--- config.mk ---
export PLATFORM = sky130hd
export DESIGN_NAME = pwm_duty_sequencer
export DESIGN_NICKNAME = d
export VERILOG_FILES = /design/src/rtl/pwm_duty_sequencer.sv
export SDC_FILE = /design/constraint.sdc
export NUM_CORES = 1
export LEC_CHECK = 0
export BUFFER_PORTS_ARGS = -buffer_cell sky130_fd_sc_hd__buf_4
export CAP_MARGIN = 5
export CORE_ASPECT_RATIO = 0.5
export CORE_UTILIZATION = 52
export DETAILED_ROUTE_END_ITERATION = 10
export PLACE_DENSITY = 0.71
export SYNTH_ARGS = -nofsm -noshare
export SYNTH_HDL_FRONTEND = slang
export SYNTH_SLANG_ARGS = --single-unit
export TNS_END_PERCENT = 50
--- constraint.sdc ---
create_clock -name clk -period 4.3 [get_ports clk]
set_input_delay 0.215 -clock clk [delete_from_list [all_inputs] [get_ports clk]]
set_output_delay 0.215 -clock clk [all_outputs]
set_load 0.05 [all_outputs]
--- src/rtl/pwm_duty_sequencer.sv ---
// Duty-cycle sequencer for the 10-step PWM generator: arbitrates host ramp
// commands against inc/dec button steps and only updates duty on period_end.
module pwm_duty_sequencer #(
   parameter int DUTY_W    = 4,
   parameter int DUTY_MAX  = 10,
   parameter int DUTY_INIT = 5,
   parameter int RATE_W    = 8
) (
   input  logic              clk,
   input  logic              rst_n,
   input  logic              ena,
   input  logic              period_end,
   input  logic              cmd_valid,
   output logic              cmd_ready,
   input  logic [DUTY_W-1:0] cmd_target,
   input  logic [RATE_W-1:0] cmd_rate,
   input  logic              btn_inc,
   input  logic              btn_dec,
   output logic [DUTY_W-1:0] duty_cfg,
   output logic              busy,
   output logic              done
);

   typedef enum logic {ST_IDLE = 1'b0, ST_RAMP = 1'b1} state_t;
   typedef enum logic [1:0] {PEND_NONE = 2'd0, PEND_INC = 2'd1, PEND_DEC = 2'd2} pend_t;

   localparam logic [DUTY_W-1:0] DMAX  = DUTY_W'(DUTY_MAX);
   localparam logic [DUTY_W-1:0] DINIT = DUTY_W'(DUTY_INIT);
   localparam logic [DUTY_W-1:0] DONE1 = {{(DUTY_W-1){1'b0}}, 1'b1};
   localparam logic [RATE_W-1:0] RONE  = {{(RATE_W-1){1'b0}}, 1'b1};

   state_t            state_r;
   pend_t             pend_r;
   logic [DUTY_W-1:0] duty_r;
   logic [DUTY_W-1:0] target_r;
   logic [RATE_W-1:0] rate_r;
   logic [RATE_W-1:0] pcnt_r;
   logic              busy_r;
   logic              done_r;

   logic [DUTY_W-1:0] clamp_target_s;
   logic [DUTY_W-1:0] inc_sat_s;
   logic [DUTY_W-1:0] dec_sat_s;
   logic [DUTY_W-1:0] step_s;

   // Saturating duty arithmetic shared by command, ramp and button paths
   always_comb begin
      clamp_target_s = cmd_target;
      inc_sat_s      = duty_r;
      dec_sat_s      = duty_r;
      step_s         = duty_r;
      if (cmd_target > DMAX) begin
         clamp_target_s = DMAX;
      end else begin
         clamp_target_s = cmd_target;
      end
      if (duty_r < DMAX) begin
         inc_sat_s = duty_r + DONE1;
      end else begin
         inc_sat_s = DMAX;
      end
      if (duty_r != {DUTY_W{1'b0}}) begin
         dec_sat_s = duty_r - DONE1;
      end else begin
         dec_sat_s = {DUTY_W{1'b0}};
      end
      if (target_r > duty_r) begin
         step_s = inc_sat_s;
      end else begin
         step_s = dec_sat_s;
      end
   end

   // Sequencer state machine; everything freezes while ena is low
   always_ff @(posedge clk or negedge rst_n) begin
      if (!rst_n) begin
         state_r  <= ST_IDLE;
         pend_r   <= PEND_NONE;
         duty_r   <= DINIT;
         target_r <= DINIT;
         rate_r   <= {RATE_W{1'b0}};
         pcnt_r   <= {RATE_W{1'b0}};
         busy_r   <= 1'b0;
         done_r   <= 1'b0;
      end else if (ena) begin
         done_r <= 1'b0;
         case (state_r)
            ST_IDLE: begin
               if (cmd_valid) begin
                  target_r <= clamp_target_s;
                  rate_r   <= cmd_rate;
                  pcnt_r   <= {RATE_W{1'b0}};
                  pend_r   <= PEND_NONE;
                  if (clamp_target_s == duty_r) begin
                     done_r <= 1'b1;
                  end else begin
                     state_r <= ST_RAMP;
                     busy_r  <= 1'b1;
                  end
               end else begin
                  if (period_end) begin
                     pend_r <= PEND_NONE;
                     if (pend_r == PEND_INC) begin
                        duty_r   <= inc_sat_s;
                        target_r <= inc_sat_s;
                     end else if (pend_r == PEND_DEC) begin
                        duty_r   <= dec_sat_s;
                        target_r <= dec_sat_s;
                     end
                  end
                  // A press on the boundary cycle is queued for the next boundary
                  if (btn_inc && !btn_dec) begin
                     pend_r <= PEND_INC;
                  end else if (btn_dec && !btn_inc) begin
                     pend_r <= PEND_DEC;
                  end
               end
            end
            ST_RAMP: begin
               if (period_end) begin
                  if (rate_r == {RATE_W{1'b0}}) begin
                     duty_r  <= target_r;
                     state_r <= ST_IDLE;
                     busy_r  <= 1'b0;
                     done_r  <= 1'b1;
                  end else if (pcnt_r == rate_r - RONE) begin
                     duty_r <= step_s;
                     pcnt_r <= {RATE_W{1'b0}};
                     if (step_s == target_r) begin
                        state_r <= ST_IDLE;
                        busy_r  <= 1'b0;
                        done_r  <= 1'b1;
                     end
                  end else begin
                     pcnt_r <= pcnt_r + RONE;
                  end
               end
            end
            default: begin
               state_r <= ST_IDLE;
               busy_r  <= 1'b0;
            end
         endcase
      end
   end

   assign cmd_ready = ena & (state_r == ST_IDLE);
   assign duty_cfg  = duty_r;
   assign busy      = busy_r;
   assign done      = done_r;

endmodule

; Word-level counts from Yosys, hierarchy flattened
; Cells that the tools add are included.
[op_classes]
addsub = 4
magnitude_cmp = 3
n_eq_ne = 14
n_mux = 43
n_bitwise = 2
reduce_logical = 15
[op_table]
columns = operator, count
row1 = $mux 4, 12
row2 = $mux 8, 4
row3 = $mux 1, 18
row4 = $pmux 8 s2, 1
row5 = $ne 2x2->1 const B, 6
row6 = $reduce_and 6->1, 2
row7 = $add 8x1->8 const B, 1
row8 = $eq 4x4->1, 2
row9 = $eq 8x8->1, 1
row10 = $logic_not 8->1, 1
row11 = $mux 2, 4
row12 = $pmux 4 s2, 1
row13 = $reduce_and 4->1, 2
row14 = $reduce_bool 4->1, 2
row15 = $sub 8x1->8 const B, 1
row16 = $ne 3x1->1 const B, 2
row17 = $pmux 1 s2, 3
row18 = $reduce_and 3->1, 2
row19 = $add 4x1->4 const B, 1
row20 = $gt 4x4->1, 1
row21 = $gt 4x4->1 const B, 1
row22 = $lt 4x4->1 const B, 1
row23 = $sub 4x1->4 const B, 1
row24 = $ne 3x3->1 const B, 1
row25 = other kinds (8), 10
[word_totals]
reg_bits = 29
inputBits = 19
output_inout_bits = 7
wordCells = 89

; Longest topological paths before layout
[depth]
depth_word = 9
depth_mapped = 10
depth_no_buf = 9

; Worst setup path before layout
; No wires, ideal clock.
[synth_path]
path_kind = register -> register
startpoint = reg duty_r[2], in the netlist duty_cfg[2]
endpoint = reg done_r, in the netlist done
setup_time_ns = 0.124
arrival_time_ns = 2.742
required_ns = 4.176
setup_slack_ns = 1.434
path_stages_with_launch = 11
path_buffers = 2
period_less_slack_ns = 2.866
path_cell_list = dfstp_2 -> clkbuf_1 -> inv_1 -> ha_1 -> and4_1 -> a21o_1 -> clkbuf_1 -> a2111oi_0 -> nor3_1 -> and4_4 -> o31a_1
[synth_via]
elab_chain_len = 9
word_cells_on_any_way = 17
cone_classes = 2 x add/sub / 2 x order compare / 2 x eq/ne / 10 x mux / 1 x reduce/logical
[synth_rtl]
columns = item, line_no
row1 = "start, declared", 34  ; logic [DUTY_W-1:0] duty_r;
row2 = "start signal, assigned", 104  ; duty_r <= inc_sat_s;
row3 = "start signal, assigned", 107  ; duty_r <= dec_sat_s;
row4 = "start signal, assigned", 122  ; duty_r <= target_r;
row5 = $sub 4x1->4 (tied with other cells), 63  ; dec_sat_s = duty_r - DONE1;
row6 = "$mux 4, on equally long branches", "62, 57"
row7 = $mux 4, 67  ; if (target_r > duty_r) begin
row8 = $eq 4x4->1, 129  ; if (step_s == target_r) begin
row9 = $mux 1, 129
row10 = $mux 1, 126  ; end else if (pcnt_r == rate_r - RONE) begin
row11 = $mux 1, 121  ; if (rate_r == {RATE_W{1'b0}}) begin
row12 = $mux 1, 120  ; if (period_end) begin
row13 = $pmux 1 s2 (*), 87  ; case (state_r)
row14 = "end signal, assigned", 86  ; done_r <= 1'b0;
row15 = "end signal, assigned", 125  ; done_r <= 1'b1;
row16 = "end signal, assigned", 132  ; done_r <= 1'b1;
row17 = "end, declared", 39  ; logic done_r;
; Mark *: on every way between the ends. The rest lies on a longest branch, timed or not.
; A chain may end at the register's enable or synchronous reset.

; Final worst setup path
[layout_path]
startpoint = reg rate_r[3]
endpoint = reg duty_r[1], in the netlist duty_cfg[1]
[layout_via]
elab_chain_len = 4
word_cells_on_any_way = 8
cone_classes = 1 x add/sub / 2 x eq/ne / 3 x mux / 2 x reduce/logical
[layout_rtl]
columns = item, line_no
row1 = "start, declared", 36  ; logic [RATE_W-1:0] rate_r;
row2 = "start signal, assigned", 81  ; rate_r <= {RATE_W{1'b0}};
row3 = "start signal, assigned", 91  ; rate_r <= cmd_rate;
row4 = $sub 8x1->8 / $logic_not 8->1 (equally long branches), "126, 121"
row5 = $eq 8x8->1 / $mux 4 (equally long branches), "126, 121"
row6 = $ne 3x1->1 (no source line) / $mux 4 (equally long branches), n/a
row7 = $reduce_and 6->1 (no source line) / $pmux 4 s2 (equally long branches), n/a
row8 = "end signal, assigned", 107
row9 = "end signal, assigned", 122
row10 = "end signal, assigned", 127  ; duty_r <= step_s;
; Parallel ways exist; a longest one is shown, timed or not. The select of a mux whose other input is x is not followed.

==> impl_metrics.tcl <==
set metrics [dict create \
    grtUsageMet2_pct 41.0 \
    crit_path_end_kind "flop" \
    hold_depth 2 \
    start_util_pct 55.8 \
    yosys_warnings 0 \
    cts.htree.levels 2 \
    grt_pass1_vias 1877 \
    area_delta_synth_final_pct 14.1 \
    drtAntennaViolNets 0 \
    avgSynthCellArea_um2 9.01 \
    die_w_um 94.7 \
    rsz0062_at_grt "no" \
    cap_violations 0 \
    fmax_mhz 362 \
    p_per_area_nw_per_um2 715 \
    drt-pass1-iter-count 4 \
    setup_viol 0 \
    critical-path-max-stage-delay_ns 0.50 \
    die-area_um2 4580 \
    drive_above_1_share_pct 21.6 \
    cts_tree "yes" \
    drtIter0Drc 83 \
    n_antenna_cell 0 \
    synth-main-ff-cell "dfrtp_1" \
    io_buffers 25 \
    clock_sinks 29 \
    finalMaxSlewViolations 0 \
    crit_cells 6 \
    period_needed_ns 2.76 \
    seq_area_frac_synth_pct 32.7 \
    synth-seq-cells 29 \
    critPathTopFamily "compound AO/OA/AOI/OAI gates" \
    synth_cell_types 50 \
    fin_nets 305 \
    reg2regPathDepth 6 \
    syn_area_um2 2230 \
    ir_worst_vdd_mv 0.455 \
    synth_edf_count 0 \
    postSynth.asyncResetShare_pct 100 \
    wl_per_cell_um 15.4 \
    post_cts_resized 0 \
    r2r_slack_ns 1.54 \
    gr-total-overflow 0 \
    grt_use_met3_pct 5.19 \
    fin_skew_ns 0.00115 \
    arrival_ns 2.93 \
    core_area_um2 4000 \
    clk_latency_ns 0.28 \
    ios 26 \
    clkSlewWorstSetupHoldPaths_ns 0.06 \
    tightest_slew_ns 0.707 \
    grt_max_degree 30 \
    cts_root_buf "clkbuf_8" \
    cp.required_ns 4.47 \
    hold_viol_final 0 \
    dp_hpwl_um 3780 \
    power.leakage_uw 0.00114 \
    finalSetupTns_ns 0 \
    crit_fanout 6 \
    drc 0 \
    max_slew_margin_pct 52.5 \
    grt_first_pass_wirelength_um 8840 \
    wl_um 5040 \
    die_y_um 48.3 \
    syn_inst 248 \
    fin_cells 327 \
    grt.total_usage_pct 24.7 \
    cts.path.max_buffers 2 \
    start_kind "flop" \
    num_rows 16 \
    min_period_over_period_pct 64.3 \
    antenna_found_initial 0 \
    dr_total_vias 1938 \
    cp_slowest_cell "a311oi_4" \
    cp_num_buf_inv 0 \
    use_met1_pct 32.6 \
    path_cells "or3_4 -> o31a_1 -> nor4_1 -> o311ai_2 -> a311oi_4 -> mux2_2" \
    cts_buffers 5 \
    hold_path_class "in -> reg" \
    top_usage_layer "met2" \
    path_class "reg -> reg" \
    place.gp.congestion 0.915 \
    status "completed" \
    dp_cells 318 \
    viasPerCell 5.93 \
    synth_nets 281 \
]
[cell usage after synthesis, types with 3 or more instances]
library cell | count | share of area [%]
xor2_1 | 8 | 3.1
dfrtp_1 | 25 | 28
xnor2_1 | 9 | 3.5
nand3_1 | 6 | 1.3
nand2_1 | 23 | 3.9
nor4_1 | 4 | 1.1
a211oi_1 | 3 | 1.0
nor2b_1 | 3 | 0.84
mux2i_1 | 7 | 3.1
ha_1 | 14 | 7.8
nor3_1 | 6 | 1.3
or3_1 | 3 | 0.84
nor2_1 | 21 | 3.5
o21a_1 | 3 | 1.0
nand2b_1 | 3 | 0.84
o21ai_0 | 14 | 3.1
dfstp_2 | 4 | 4.7
mux2_2 | 17 | 8.6
a21oi_1 | 13 | 2.9
clkbuf_1 | 9 | 1.5
inv_1 | 14 | 2.4
[layout by cell type (no fill, tap or decap), types with 2 or more instances in the layout]
cell	Yosys	layout
dfstp_2	4	4
nand3_1	6	6
inv_1	14	14
nand4_1	2	2
nor2_1	21	21
clkinv_2	0	2
xor2_1	8	8
nor2b_1	3	3
ha_1	14	14
o211ai_1	2	2
o21a_1	3	3
and2_1	2	2
mux2_2	17	17
buf_4	0	25
o311ai_2	2	2
nand2_1	23	23
or3_1	3	3
dfrtp_1	25	25
o21ai_0	14	14
o31a_1	2	2
a21oi_1	13	13
clkbuf_8	0	5
o22ai_1	2	2
nor4b_1	2	2
a2111oi_0	2	2
mux2i_1	7	7
nand2b_1	3	3
a22oi_1	2	2
xnor2_1	9	9
nor3_1	6	6
a31oi_1	2	2
a211oi_1	3	3
nor4_1	4	4
[report_power, final]
| group | switching, µW | total [µW] | leakage [µW] | internal (µW) |
|---|---|---|---|---|
| Combinational | 558 | 1030 | 0.000744 | 471 |
| Clock | 109 | 221 | 0.0000450 | 112 |
| Sequential | 179 | 572 | 0.000350 | 393 |
| Total | 845 | 1820 | 0.00114 | 976 |
[per-layer routing]
layer  up-vias  part of all wire, %
met1       931                   47
met4         0                  1.3
li1        945                    -
met5         -                    0
met3        10                  4.0
met2        52                   47
[flip-flops by register name, summed over array words and instances, names as in the netlist]
| name | count |
|---|---|
| busy | 1 |
| done | 1 |
| duty_cfg | 4 |
| pcnt_r | 8 |
| pend_r | 2 |
| rate_r | 8 |
| state_r | 1 |
| target_r | 4 |
[path summary, 6_finish.rpt]
path	endpoint	startpoint
worst max-delay path	duty_cfg[1]	rate_r[3]
worst min-delay path	rate_r[1]	cmd_rate[1]
worst max register to register	duty_cfg[1]	rate_r[3]
worst min register to register	pend_r[0]	pend_r[0]
max in group asynchronous	target_r[0]	rst_n
min in group asynchronous	pcnt_r[4]	rst_n
[per-stage QoR]
stage	utilization (%)	area [µm²]	power (µW)	hold slack [ns]	setup WS (ns)
after floorplan	-	2230	1340	-0.0806	1.43
after global placement	61.3	2450	1550	0.162	1.64
after detailed placement	61.3	2450	1580	0.168	1.56
after CTS	63.6	2550	1810	0.155	1.54
after global routing	63.6	2550	1980	0.146	1.30
final	63.6	2550	1820	0.162	1.54
[layout make-up]
class,count,area (µm²)
Inverter,14,52.6
Clock buffer,6,72.6
Fill cell,338,1460
Timing Repair Buffer,26,198
Sequential cell,29,731
Tap cell,54,67.6
Clock inverter,2,10.0
Multi-Input combinational cell,196,1420
[what timing repair did]
action | in CTS | in global routing
endpoints found under the hold margin | 25 | 0
hold buffers | 1 | 0
setup buffers | 0 | 0
[cells by family (layout without fill, tap and decap cells)]
group | after synthesis | count (layout) | synth area share (%)
and+or+nand+nor | 82 | 82 | 18.3
DFF | 29 | 29 | 32.7
AOI/OAI and AO/OA | 59 | 59 | 18.9
buffers and inverters | 23 | 48 | 3.87
adders and majority gates | 14 | 14 | 7.84
xor gates and xnor gates | 17 | 17 | 6.67
muxes | 24 | 24 | 11.7
No activity file was read; power rests on OpenSTA's default activity.
